**config.mk**
```make
export PLATFORM = sky130hd
export DESIGN_NAME = mod_counter
export DESIGN_NICKNAME = d
export VERILOG_FILES = /design/src/rtl/counter_pkg.sv /design/src/rtl/tick_gen.sv /design/src/rtl/mod_counter.sv
export SDC_FILE = /design/constraint.sdc
export NUM_CORES = 1
export LEC_CHECK = 0
export CAP_MARGIN = 0
export CELL_PAD_IN_SITES_DETAIL_PLACEMENT = 1
export CELL_PAD_IN_SITES_GLOBAL_PLACEMENT = 1
export CORE_MARGIN = 1
export CORE_UTILIZATION = 30
export DETAILED_ROUTE_END_ITERATION = 6
export GPL_ROUTABILITY_DRIVEN = 0
export PLACE_DENSITY = 0.77
export SLEW_MARGIN = 10
export SYNTH_ARGS = -nofsm -noshare
export SYNTH_HDL_FRONTEND = slang
export SYNTH_SLANG_ARGS = --single-unit
```
**constraint.sdc**
```tcl
create_clock -name Clock -period 2 [get_ports Clock]
set_clock_uncertainty 0.2 [all_clocks]
set_input_delay 0.2 -clock Clock [delete_from_list [all_inputs] [get_ports Clock]]
set_output_delay 0.2 -clock Clock [all_outputs]
set_load 0.01 [all_outputs]
```
**src/rtl/counter_pkg.sv**
```systemverilog
// Shared constants and helpers for the modulo counter and its prescaler.
package counter_pkg;

    // Direction encoding on the Up input.
    localparam logic DIR_UP   = 1'b1;
    localparam logic DIR_DOWN = 1'b0;

    // Bits needed to hold a count of 0..n-1; never less than one bit.
    function automatic int unsigned cnt_width(input int unsigned n);
        return (n <= 1) ? 1 : $clog2(n);
    endfunction

endpackage

```
**src/rtl/tick_gen.sv**
```systemverilog
// Prescaler: counts enabled cycles 0..PRESCALE-1 and pulses Step on the last
// one. Restart throws away any partial progress on the next edge.
module tick_gen
    import counter_pkg::*;
#(
    parameter int unsigned PRESCALE = 1
) (
    input  logic Clock,
    input  logic Reset,
    input  logic Enable,
    input  logic Restart,
    output logic Step
);

    localparam int unsigned     CW   = cnt_width(PRESCALE);
    localparam logic [CW-1:0]   LAST = CW'(PRESCALE - 1);

    logic [CW-1:0] cnt_q;
    logic [CW-1:0] cnt_d;

    // Step decode and next prescaler value; Restart outranks a pending step.
    always_comb begin
        Step  = Enable & ~Restart & (cnt_q == LAST);
        cnt_d = cnt_q;
        if (Restart) begin
            cnt_d = '0;
        end else if (Step) begin
            cnt_d = '0;
        end else if (Enable) begin
            cnt_d = cnt_q + CW'(1);
        end
    end

    // Prescaler register, cleared asynchronously by Reset.
    always_ff @(posedge Clock or negedge Reset) begin
        if (!Reset) begin
            cnt_q <= '0;
        end else begin
            cnt_q <= cnt_d;
        end
    end

endmodule

```
**src/rtl/mod_counter.sv**
```systemverilog
// Up/down modulo counter with prescaled stepping, synchronous clear/load,
// a one-cycle wrap pulse and a sticky wrap flag.
module mod_counter
    import counter_pkg::*;
#(
    parameter int unsigned     WIDTH    = 8,
    parameter longint unsigned MODULUS  = 256,
    parameter int unsigned     PRESCALE = 1
) (
    input  logic             Clock,
    input  logic             Reset,
    input  logic             Enable,
    input  logic             Up,
    input  logic             Clear,
    input  logic             Load,
    input  logic [WIDTH-1:0] LoadValue,
    output logic [WIDTH-1:0] CounterValue,
    output logic             Step,
    output logic             Wrap,
    output logic             WrapSticky,
    output logic             Terminal
);

    // Largest legal count; with MODULUS == 2**WIDTH this is all ones, so the
    // wrap compare below degenerates to natural binary overflow/underflow.
    localparam logic [WIDTH-1:0] MAX_VAL = WIDTH'(MODULUS - 1);

    logic [WIDTH-1:0] count_q;
    logic [WIDTH-1:0] count_d;
    logic             wrap_q;
    logic             wrap_d;
    logic             sticky_q;
    logic             sticky_d;
    logic             tick;

    // Clear or Load restart the prescaler so the next step needs a full period.
    tick_gen #(
        .PRESCALE (PRESCALE)
    ) u_tick_gen (
        .Clock   (Clock),
        .Reset   (Reset),
        .Enable  (Enable),
        .Restart (Clear | Load),
        .Step    (tick)
    );

    // Next count and flags: Clear > Load > step > hold.
    always_comb begin
        count_d  = count_q;
        wrap_d   = 1'b0;
        sticky_d = sticky_q;
        if (Clear) begin
            count_d  = '0;
            sticky_d = 1'b0;
        end else if (Load) begin
            count_d = (LoadValue > MAX_VAL) ? MAX_VAL : LoadValue;
        end else if (tick) begin
            if (Up == DIR_UP) begin
                if (count_q == MAX_VAL) begin
                    count_d = '0;
                    wrap_d  = 1'b1;
                end else begin
                    count_d = count_q + WIDTH'(1);
                end
            end else begin
                if (count_q == '0) begin
                    count_d = MAX_VAL;
                    wrap_d  = 1'b1;
                end else begin
                    count_d = count_q - WIDTH'(1);
                end
            end
            sticky_d = sticky_q | wrap_d;
        end
    end

    // Count and flag registers, cleared asynchronously by Reset.
    always_ff @(posedge Clock or negedge Reset) begin
        if (!Reset) begin
            count_q  <= '0;
            wrap_q   <= 1'b0;
            sticky_q <= 1'b0;
        end else begin
            count_q  <= count_d;
            wrap_q   <= wrap_d;
            sticky_q <= sticky_d;
        end
    end

    // Terminal looks at the end of the range in the current direction.
    always_comb begin
        Terminal = (Up == DIR_UP) ? (count_q == MAX_VAL) : (count_q == '0);
    end

    assign CounterValue = count_q;
    assign Step         = tick;
    assign Wrap         = wrap_q;
    assign WrapSticky   = sticky_q;

endmodule
```
-- Yosys cells after proc, flatten, opt, wreduce, memory -nomap -nowiden
Index checks and enable logic that the tools add are counted.
- bits in registers: 11
- bits in latches: 0
- RAM bits: 0
- memory bits (read-only): 0
- bits of input ports: 14
- output and inout bits: 12
- word-level logic and storage cells: 44
- memories: 0
- add/sub/neg operators: 3
- multipliers: 0
- divide/modulo/power cells: 0
- $lt $le $gt $ge: 1
- eq/ne operators: 2
- shift-type cells: 0
- multiplexer cells: 23
- bitwise logic cells: 6
- reductions and logical operators: 5
- operator list (cell ; number):
    two-way mux 8 bit ; 7
    two-way mux 1 bit ; 16
    adder 8 x 1 -> 8 bit, second input constant ; 1
    equality test 8 bit, second input constant ; 1
    > comparator 8 bit, second input constant ; 1
    zero test 8 bit ; 1
    subtractor 8 x 1 -> 8 bit, second input constant ; 1
    nonzero test 3 bit ; 2
    AND 1 bit ; 2
    != test 2 bit, second input constant ; 1
    NOT 1 bit ; 2
    OR 1 bit ; 2
    AND reduction 2 bit ; 1
    nonzero test 2 bit ; 1
    adder 1 bit, second input constant ; 1

-- Depth between registers and ports, before layout
- depth after elaboration: 11
- depth in mapped cells: 6
- depth with buffers taken out: 6

-- By module
From an unflattened synthesis, not the netlist that was laid out.
- cells, all modules: 112
- area total of the unflattened synthesis: 983.4 um^2
- modules (own cells, without submodules) (module ; instances ; cells each ; area each (um^2) ; seq. area each (um^2)):
    mod_counter ; 1 ; 109 ; 943.4 ; 250.2
    tick_gen ; 1 ; 3 ; 40.0 ; 25.0

-- Worst setup path before layout
No wires, ideal clock.
- path type: flip-flop to flip-flop
- start: register count_q[0], in the netlist CounterValue[0]
- end: register count_q[3], in the netlist CounterValue[3]
- arrival: 1638 ps
- required time: 1678 ps
- slack: 40 ps
- cell stages (with the launch flop): 7
- buffers on the path: 0
- clock period less this slack: 1960 ps
- cell sequence: dfrtp_1 inv_1 ha_1 nor3b_2 a21o_1 a211o_1 a32o_1
- word-level cells in the longest chain between the ends: 6
- ends and longest elaborated chain (what ; RTL line ; RTL):
    from (decl) ; mod_counter.sv:28 ; logic [WIDTH-1:0] count_q;
    from (signal assigned) ; mod_counter.sv:84 ; count_q <= count_d;
    subtractor 8 x 1 -> 8 bit, or another cell as far along ; mod_counter.sv:70 ; count_d = count_q - WIDTH'(1);
    two-way mux 8 bit (on tied branches) ; mod_counter.sv:66, mod_counter.sv:59 ;
    two-way mux 8 bit (*) ; mod_counter.sv:58 ; if (Up == DIR_UP) begin
    two-way mux 8 bit (*) ; mod_counter.sv:57 ; end else if (tick) begin
    two-way mux 8 bit (*) ; mod_counter.sv:55 ; end else if (Load) begin
    two-way mux 8 bit (*) ; mod_counter.sv:52 ; if (Clear) begin
Mark *: on every way between the ends. The rest lies on a longest branch, timed or not. The select of a mux whose other input is x is not followed.
A chain may end at the register's enable or synchronous reset.

-- Worst setup path in the final report
- start: register count_q[0], in the netlist CounterValue[0]
- end: output port Terminal
- word-level cells in the longest chain between the ends: 2
- ends and longest elaborated chain (what ; RTL line ; RTL):
    equality test 8 bit / zero test 8 bit (equally long branches) ; mod_counter.sv:92 ; Terminal = (Up == DIR_UP) ? (count_q == MAX_VAL) : (count_q == '0);
    two-way mux 1 bit (*) ; mod_counter.sv:92 ;
    to (decl) ; mod_counter.sv:21 ; output logic Terminal
Mark *: on every way between the ends. The rest lies on a longest branch, timed or not.

==> impl_metrics.py <==
metrics = {
    "clock_network": {
        "path_clk_slew_ns": 0.08,
        "clock-sinks": 11,
        "clock_tree_from_tritoncts": "built",
        "clk_path_buf_depth": 2,
        "numCtsBuffers": 3,
        "clock_tree.htree_level_count": 1,
        "ctsRootBufferMaster": "clkbuf_4",
        "clk_latency_ns": 0.28,
        "hold_buffers": 0,
    },
    "placed_design": {
        "place_inst": 193,
        "dpl.hpwl_um": 2620,
        "io_buffers": 25,
        "place_worst_setup_slack_ns": -0.116,
        "placement.cell_area_um2": 1380,
    },
    "cells_and_area": {
        "nFillCells": 360,
        "syn_to_final_growth_pct": 59.4,
        "stdcell_count": 200,
        "final_core_util_pct": 52.3,
        "drive_above_1_share_pct": 26.6,
        "antenna_cells_inserted": 0,
        "layout.nets": 187,
        "layout.cell_area.non_filler_um2": 1490,
    },
    "setup_path": {
        "timing.critical_path.slowest_stage_cell": "dfrtp_1",
        "path_class": "register to primary output",
        "launching_element_type_of_the_critical_path": "register",
        "critical_path_required_ns": 1.60,
        "cp_cell_sequence": "inv_2, ha_4, nor3b_4, and3_4, a31oi_4, inv_1, buf_2",
        "crit_arrival_ns": 1.54,
        "end_kind": "primary output",
        "worst_path_largest_cell_delay_ns": 0.40,
        "critical_path_fanouts_max": 2,
    },
    "die": {
        "floorplan_die_width_um": 57.9,
        "fp.dieH_um": 57.9,
        "placeableCoreArea_um2": 2850,
        "die_area_um2": 3350,
        "starting_density_of_the_core_pct": 32.8,
        "ios": 26,
        "std_cell_rows": 19,
    },
    "sta": {
        "fin_ws_ns": 0.0627,
        "finalHoldViolCount": 0,
        "final_period_minus_worst_setup_slack_ns": 1.94,
        "maxSlewViolCount": 0,
        "max_freq_mhz": 516,
        "portion_of_the_clock_cycle_consumed_by_the_worst_path_in_the_final_layout_pct": 96.9,
        "fin_worst_hold_slack_ns": 0.0944,
        "setup_total_negative_slack_ns": 0,
        "timing.slew.headroom_pct": 59.9,
        "finalSetupViolations": 0,
        "grt_setup_unrepaired": "yes",
        "worstMarginPinSlew_ns": 0.599,
    },
    "worst_hold_path": {
        "hp-class": "input pin to asynchronous set/reset pin",
    },
    "synthesis": {
        "mappedNetlistNets": 135,
        "mappedNetlistArea_um2": 936,
        "yosysSeqAreaShare_pct": 29.4,
        "ys_async_sr_fraction_pct": 100,
        "synth_cell_types": 38,
        "top_flip_flop_cell_by_instance_count_after_synthesis": "dfrtp_1",
        "ys.warnings.count": 0,
        "synth_edf_count": 0,
        "post_synth.cell_area_avg_um2": 7.93,
        "synth.ff_latch_count": 11,
        "synthesis.instances": 118,
    },
    "power": {
        "vdd.ir_drop.worst_mv": 0.281,
        "static-leakage-power_nw": 0.640,
        "totalPowerFinal_mw": 0.748,
        "power_per_cell_area_nw_per_um2": 502,
    },
    "detailed_routing": {
        "vias": 1111,
        "avgRoutedWirePerCell_um": 17.7,
        "final_wirelength_um": 3540,
        "vias_per_cell": 5.56,
        "postRouteAntennaNets": 0,
        "first_iter_violations": 27,
        "drc": 3,
        "detailedRoute.firstPassIterationCount": 6,
    },
    "outcome": {
        "failed_checks": "design-rule violations",
        "status": "complete, but fails checks",
    },
    "global_routing": {
        "wire_length_of_the_first_global_routing_pass_um": 5720,
        "grt_remaining_overflow": 0,
        "grt_pass1_vias": 1215,
        "antenna_found_initial": 0,
        "track_usage_pct": 22.9,
        "largest_net_degree_at_the_start_of_global_routing": 16,
    },
    "run": {
        "number_of_max_cap_violations": 0,
    },
}
-- worst max-delay path: cells and delay by family, from the launching register on --
| family | cells | cell delay (ns) |
|---|---|---|
| DFF | 1 | 0.40 |
| AOI/OAI and AO/OA | 1 | 0.04 |
| and+or+nand+nor | 2 | 0.42 |
| adders and majority gates | 1 | 0.14 |
| buffers and inverters | 3 | 0.26 |
-- cells in the final DEF, fill, tap and decap left out, drive strengths merged, types with 4 or more instances in the layout --
master and n:
clkbuf 4, dfrtp 11, a31oi 6, clkdlybuf4s50 23, o21ai 6, nand3 4
inv 7, nand2b 5, nor3 4, buf 29, a32o 4, nand2 15
nor2 11
-- cells in the mapped netlist (2+ instances only) --
library cell	count	area (um^2)
nand3_1	4	20.0
buf_2	3	15.0
xor2_1	2	17.5
nor2b_1	3	18.8
a211o_1	2	17.5
nor2_1	11	41.3
nor3_1	4	20.0
a31oi_1	6	37.5
nand2_1	15	56.3
a21o_1	2	15.0
clkbuf_1	2	7.51
a32o_1	4	40.0
inv_1	7	26.3
ha_1	3	37.5
or3_1	2	12.5
dfrtp_1	11	275
o211ai_1	3	22.5
and3_1	2	12.5
nand2b_1	5	31.3
a211oi_1	2	15.0
a21oi_1	3	15.0
o2bb2ai_1	2	17.5
o21ai_0	5	25.0
-- area by class of cell --
class / count / area [um^2] / share of cell area [%]
multi-input combinational: 94 / 666 / 44.6
sequential: 11 / 277 / 18.5
tap: 31 / 38.8 / 2.60
inverter: 7 / 26.3 / 1.76
clock buffer: 4 / 26.3 / 1.76
timing repair buffer: 53 / 458 / 30.7
-- cell families (layout without fill, tap and decap cells) --
logic type / Yosys count / after routing / synth area share (%)
xor gates and xnor gates: 2 / 2 / 1.87
adders and majority gates: 3 / 3 / 4.01
AOI/OAI and AO/OA: 35 / 35 / 26.9
DFF: 11 / 11 / 29.4
buffers and inverters: 13 / 64 / 6.42
and+or+nand+nor: 54 / 54 / 31.4
-- state kept, by name, summed over array words and instances (netlist names) --
signal,count
CounterValue,8
u_tick_gen.cnt_q,1
Wrap,1
WrapSticky,1
-- routing by layer --
metal  part of all wire [%]  GRT usage (%)
met3                    3.5           3.35
met4                    1.9           7.82
met5                      0              0
met2                     51           43.0
met1                     44           26.3
-- path summary, 6_finish.rpt --
path	cells past startpoint	slack, ns	from	end
hold / removal	1	0.09	Reset	CounterValue[4]
setup reg to reg	8	0.10	CounterValue[0]	CounterValue[2]
min in group Clock	2	0.29	Enable	u_tick_gen.cnt_q
setup / recovery	7	0.06	CounterValue[0]	Terminal
max in group asynchronous	1	1.08	Reset	CounterValue[2]
hold reg to reg	1	0.30	WrapSticky	WrapSticky
-- timing repair --
action,CTS,global route
endpoints found under the setup margin,2,7
pin swaps,2,1
gates resized for setup,8,12
buffers inserted,3,0
-- report_power, final --
part	switching [mW]	internal [mW]
Clock	0.0884	0.0774
Combinational	0.160	0.168
Sequential	0.0185	0.236
Total	0.267	0.482
No activity file was read; power rests on OpenSTA's default activity.
